`src/rtl/rx_uart_pkg.sv`:
```
// rx_uart_pkg: shared types and helpers for the packet-layer UART receiver.
//   clogb2  - ceiling log2, minimum 1 (address width for a RAM of a given depth)
//   state_t - receiver FSM states
//   err_t   - error code reported with pckt_done
package rx_uart_pkg;

   typedef enum logic [2:0] {IDLE, LEN, DATA, CHK, FLUSH} state_t;

   typedef logic [2:0] err_t;

   localparam err_t ERR_OK      = 3'd0;
   localparam err_t ERR_CHK     = 3'd1;
   localparam err_t ERR_TIMEOUT = 3'd2;
   localparam err_t ERR_LEN     = 3'd3;
   localparam err_t ERR_BYTE    = 3'd4;

   function automatic int unsigned clogb2(input int unsigned value);
      int unsigned r;
      r = 1;
      while ((32'd1 << r) < value) r++;
      return r;
   endfunction

endpackage

```
`src/rtl/rx_uart_timeout.sv`:
```
// rx_uart_timeout: inter-byte silence counter.
// Ports:
//   clk, reset - clock, synchronous active-high reset
//   clr        - clears the count (takes priority over en)
//   en         - count enable
//   expired    - 1-cycle strobe when the count reaches LIMIT-1 while enabled and not cleared
module rx_uart_timeout #(
   parameter int unsigned LIMIT = 200
) (
   input  logic clk,
   input  logic reset,
   input  logic clr,
   input  logic en,
   output logic expired
);

   localparam int unsigned CW = $clog2(LIMIT + 1);

   logic [CW-1:0] cnt;

   // A byte arriving in the expiry cycle wins, so clr masks expired.
   assign expired = en && !clr && (cnt == CW'(LIMIT - 1));

   always_ff @(posedge clk) begin
      if (reset || clr || expired) begin
         cnt <= '0;
      end else if (en) begin
         cnt <= cnt + CW'(1);
      end
   end

endmodule

```
`src/rtl/rx_uart_logic.sv`:
```
// rx_uart_logic: packet-layer receiver. Parses CMD, LEN, DATA[N], CHK frames from a byte stream,
// writes DATA to a RAM port and verifies that CMD+LEN+DATA+CHK sums to 8'hFF.
// Optional feature: define RXUART_BYTE_ERR_EN to abort frames on rx_err (err code 4).
// Ports:
//   clk, reset         - clock, synchronous active-high reset
//   rx_data/valid/err  - byte stream from the UART byte receiver
//   wr_addr/data/en    - registered RAM write port, one write per DATA byte
//   cmd_rx, len_rx     - CMD and raw LEN of the current/last frame (LEN 0 means NUMBER)
//   busy               - high outside IDLE
//   pckt_done/err_code - frame-finished pulse with 0 ok, 1 checksum, 2 timeout, 3 length, 4 byte
module rx_uart_logic
   import rx_uart_pkg::*;
#(
   parameter int unsigned CLOCK        = 10_000_000,
   parameter int unsigned BAUD         = 1_000_000,
   parameter int unsigned NUMBER       = 256,
   parameter int unsigned TIMEOUT_BITS = 20,
   localparam int unsigned AW          = clogb2(NUMBER)
) (
   input  logic          clk,
   input  logic          reset,
   input  logic [7:0]    rx_data,
   input  logic          rx_valid,
   input  logic          rx_err,
   output logic [AW-1:0] wr_addr,
   output logic [7:0]    wr_data,
   output logic          wr_en,
   output logic [7:0]    cmd_rx,
   output logic [AW-1:0] len_rx,
   output logic          busy,
   output logic          pckt_done,
   output logic [2:0]    err_code
);

   localparam int unsigned FACTOR = CLOCK / BAUD;
   localparam int unsigned LIMIT  = TIMEOUT_BITS * FACTOR;
   localparam int unsigned NW     = AW + 1;

   state_t        state;
   logic [7:0]    sum;
   logic [NW-1:0] idx;
   logic [NW-1:0] n;
   logic          expired;
   logic          byte_err;
   logic          too_long;
   logic [NW-1:0] idx_next;

`ifdef RXUART_BYTE_ERR_EN
   assign byte_err = rx_err;
`else
   logic unused_rx_err;
   assign unused_rx_err = rx_err;
   assign byte_err      = 1'b0;
`endif

   assign too_long = {1'b0, rx_data} > 9'(NUMBER);
   assign idx_next = idx + NW'(1);

   rx_uart_timeout #(
      .LIMIT (LIMIT)
   ) u_timeout (
      .clk     (clk),
      .reset   (reset),
      .clr     (rx_valid || (state == IDLE)),
      .en      (state != IDLE),
      .expired (expired)
   );

   always_ff @(posedge clk) begin
      if (reset) begin
         state     <= IDLE;
         sum       <= '0;
         idx       <= '0;
         n         <= '0;
         wr_addr   <= '0;
         wr_data   <= '0;
         wr_en     <= 1'b0;
         cmd_rx    <= '0;
         len_rx    <= '0;
         busy      <= 1'b0;
         pckt_done <= 1'b0;
         err_code  <= ERR_OK;
      end else begin
         wr_en     <= 1'b0;
         pckt_done <= 1'b0;
         if (rx_valid) begin
            unique case (state)
               IDLE: begin
                  if (!byte_err) begin
                     cmd_rx <= rx_data;
                     sum    <= rx_data;
                     state  <= LEN;
                     busy   <= 1'b1;
                  end
               end
               LEN: begin
                  if (byte_err || too_long) begin
                     pckt_done <= 1'b1;
                     err_code  <= byte_err ? ERR_BYTE : ERR_LEN;
                     state     <= FLUSH;
                  end else begin
                     len_rx <= rx_data[AW-1:0];
                     n      <= (rx_data == 8'd0) ? NW'(NUMBER) : NW'(rx_data);
                     sum    <= sum + rx_data;
                     idx    <= '0;
                     state  <= DATA;
                  end
               end
               DATA: begin
                  if (byte_err) begin
                     pckt_done <= 1'b1;
                     err_code  <= ERR_BYTE;
                     state     <= FLUSH;
                  end else begin
                     wr_en   <= 1'b1;
                     wr_addr <= idx[AW-1:0];
                     wr_data <= rx_data;
                     sum     <= sum + rx_data;
                     idx     <= idx_next;
                     if (idx_next == n) state <= CHK;
                  end
               end
               CHK: begin
                  pckt_done <= 1'b1;
                  if (byte_err) begin
                     err_code <= ERR_BYTE;
                     state    <= FLUSH;
                  end else begin
                     err_code <= (rx_data == ~sum) ? ERR_OK : ERR_CHK;
                     state    <= IDLE;
                     busy     <= 1'b0;
                  end
               end
               FLUSH: ;
               default: state <= IDLE;
            endcase
         end else if (expired) begin
            // FLUSH ends silently; a frame in progress is reported as timed out.
            if (state != FLUSH) begin
               pckt_done <= 1'b1;
               err_code  <= ERR_TIMEOUT;
            end
            state <= IDLE;
            busy  <= 1'b0;
         end
      end
   end

endmodule

```
`config.mk`:
```
export PLATFORM = sky130hd
export DESIGN_NAME = rx_uart_logic
export DESIGN_NICKNAME = d
export VERILOG_FILES = /design/src/rtl/rx_uart_pkg.sv /design/src/rtl/rx_uart_timeout.sv /design/src/rtl/rx_uart_logic.sv
export SDC_FILE = /design/constraint.sdc
export NUM_CORES = 1
export LEC_CHECK = 0
export CAP_MARGIN = 20
export CORE_MARGIN = 2
export CORE_UTILIZATION = 45
export DETAILED_ROUTE_END_ITERATION = 16
export PLACE_DENSITY_LB_ADDON = 0.25
export SLEW_MARGIN = 20
export SYNTH_ARGS = -nofsm -noshare
export SYNTH_HDL_FRONTEND = slang
export SYNTH_HIERARCHICAL = 1
export SYNTH_SLANG_ARGS = --single-unit
```
`constraint.sdc`:
```
create_clock -name clk -period 4.1 [get_ports clk]
set_input_delay 0.82 -clock clk [delete_from_list [all_inputs] [get_ports clk]]
set_output_delay 0.82 -clock clk [all_outputs]
set_load 0.02 [all_outputs]
```
==> flow_summary.yaml <==
critical_path:
  timing_worst_setup_path_type: "primary input to flip-flop"
  endpoint_kind: "flip-flop"
  crit_arrival_ns: 3.01
  r2r-end: "idx[2]"
  setup.worst_path.end: "sum[7]"
  startpoint: "rx_data[1]"
  worstRegToRegCells: 5
  reg2reg_from: "state[0]"
  rrSetupSlack_ns: 1.69
  required_ns: 4.37
  crit_path_start_kind: "primary input"
  path_max_fanout: 6
synth:
  synthCells: 429
  synth_top_area_cell: "dfxtp_1"
  ys_seq_elements: 73
  synth_cell_types: 56
  yosysTopAreaCellShare_pct: 41.3
  yosys_warnings: 6
  synth_seq_area_share_pct: 41.3
  synth_area_leaders: "dfxtp_1, a21oi_1, nand2_1"
  synth-main-ff-cell: "dfxtp_1"
  netlist_area_um2: 3540
  synth-async-reset-ratio_pct: 0
  synth_edf_count: 0
  synth_area_per_cell_um2: 8.26
  synth_nets: 455
power_and_ir_drop:
  ir_drop_uv: 239
  total_power_mw: 1.65
  p_leak_nw: 1.55
  cellPowerDensity_nw_per_um2: 386
global_routing:
  grt_pass1_wl_um: 14300
  overflow: 0
  antenna_found_initial: 0
  grt_usage_pct: 20.8
  grt_pass1_vias: 2999
  grt_max_degree: 37
clock_network:
  cts_resized: 0
  cts_setup_buffers: 0
  htreeDepth: 3
  cts_tree: "yes"
  clock_latency_ns: 0.35
  clk_pin_slew_ns: 0.08
  ctsRootBufferMaster: "clkbuf_8"
  cts_sinks: 73
  postCtsHoldBufs: 0
  cts_buffers: 9
  ctsLongestPathBuffers: 2
route:
  vias_per_cell: 5.39
  drt-initial-drc-count: 165
  drc: 0
  vias: 3073
  drt-total-wl_um: 8260
  firstDrtPassIters: 4
  wl_per_cell_um: 14.5
  ant_nets: 0
placed_design:
  gp_congestion: 0.879
  hpwl_um: 5700
  numPortBuffers: 47
  dp_cells: 554
  dp_slack_ns: 1.03
  post_dp_cell_area_um2: 4040
sta:
  finClkSkew_ns: 0.00708
  rsz0062_at_grt: "false"
  max_clock_freq_mhz: 365
  finalSetupTns_ns: 0
  relSlewSlack_pct: 57.8
  finalCritPeriodShare_pct: 66.8
  layout_setup_ws_ns: 1.36
  period_minus_slack_ns: 2.74
  finalMaxSlewViolations: 0
  fin_hold_ws_ns: 0.455
  finalHoldViolations: 0
  worst_slew_pin_slew_ns: 0.633
  finalSetupViolCount: 0
cells_and_area:
  postLayoutCellArea_um2: 4260
  post-route-util_pct: 55.4
  area_delta_synth_final_pct: 20.2
  antenna_cells: 0
  drive_above_1_share_pct: 7.26
  fin_cells: 570
  nets: 489
floorplan:
  coreArea_um2: 7690
  start_util_pct: 46.1
  dieArea_um2: 8600
  dieHeight_um: 92.7
  die_x_um: 92.7
  placementRows: 32
  io_pins: 50
flow_run:
  maxCapViolations: 0
min_path:
  hp-class: "flip-flop to flip-flop"
status:
  status: "finished, final reports clean"
==> layout make-up <==
cell class | instances | area [µm²]
Fill cell | 729 | 3430
Clock inverter | 7 | 95.1
Timing Repair Buffer | 50 | 488
Inverter | 9 | 33.8
Sequential cell | 73 | 1460
Multi-Input combinational cell | 320 | 1930
Tap cell | 102 | 128
Clock buffer | 9 | 124
==> report_power, final <==
| group | total, mW | internal (mW) | switching, mW | leakage, nW |
|---|---|---|---|---|
| Clock | 0.628 | 0.343 | 0.286 | 0.109 |
| Combinational | 0.260 | 0.108 | 0.152 | 0.844 |
| Sequential | 0.756 | 0.737 | 0.0195 | 0.593 |
==> registers in the layout, indices dropped and copies added (netlist names), 2 cells and up <==
register	count
cmd_rx	8
err_code	2
idx	9
len_rx	8
n	9
state	2
sum	8
u_timeout/cnt	8
wr_addr	8
wr_data	8
==> worst max-delay path, cell delays in order <==
cell and delay [ns]:
clkdlybuf4s50_1 0.61, ha_1 0.29, a21o_1 0.19, a21oi_2 0.18, o21ai_1 0.13, a21o_1 0.19, a21o_1 0.21, mux2_2 0.27
a31oi_1 0.11
==> layer usage <==
layer  vias to the layer above  wire [µm]  global-route usage (%)
met5                         -          0                       0
met4                         0         34                    7.23
met3                         2        375                    4.39
met2                        48       4210                    35.4
met1                      1465       3640                    26.2
li1                       1558          -                       -
==> kinds of logic after synthesis <==
family | synth area share [%]
flops | 41.3
other cells | 0.106
mux | 2.61
simple gates | 23.8
xor+xnor | 5.19
fa+ha+maj | 5.16
buf+inv | 4.34
compound gates | 17.5
==> synthesized netlist by cell type (6+ instances only) <==
library cell / n
clkbuf_1: 17
inv_1: 9
nand3_1: 15
mux2i_1: 7
dfxtp_1: 73
xnor2_1: 13
or3_1: 6
nand4_1: 7
a21o_1: 11
nor2_1: 45
nand2_1: 60
a21oi_1: 59
xor2_1: 8
a211oi_1: 7
ha_1: 13
and3_1: 7
nor3_1: 9
==> how the worst min path moves through the flow <==
stage / start / cells past startpoint / end
final: wr_addr[4] / 2 / wr_addr[4]
after detailed placement: cmd_rx[7] / 2 / cmd_rx[7]
after global placement: wr_addr[4] / 2 / wr_addr[4]
after global routing: wr_data[0] / 2 / wr_data[0]
after floorplan: n[8] / 2 / n[8]
after CTS: cmd_rx[7] / 2 / cmd_rx[7]
==> cell usage in the layout (no fill, tap or decap), types with 2 or more instances in the layout <==
cell type | Yosys | routed
a211oi_1 | 7 | 7
a21o_1 | 11 | 11
a21oi_1 | 59 | 59
a31oi_1 | 3 | 3
and2_1 | 3 | 3
and3_1 | 7 | 7
buf_4 | 3 | 3
bufinv_16 | 0 | 2
clkbuf_8 | 0 | 9
clkdlybuf4s50_1 | 0 | 46
clkinv_2 | 0 | 2
clkinv_4 | 0 | 2
dfxtp_1 | 73 | 73
ha_1 | 13 | 13
inv_1 | 9 | 9
mux2i_1 | 7 | 7
nand2_1 | 60 | 60
nand2b_1 | 3 | 3
nand3_1 | 15 | 15
nand3_2 | 2 | 2
nand4_1 | 7 | 7
nor2_1 | 45 | 45
nor2b_1 | 2 | 2
nor3_1 | 9 | 9
nor3b_1 | 3 | 3
nor4_1 | 3 | 3
o21ai_0 | 5 | 5
o31ai_1 | 2 | 2
or2_2 | 2 | 2
or3_1 | 6 | 6
xnor2_1 | 13 | 13
xor2_1 | 8 | 8
(Power assumes the default switching activity.)
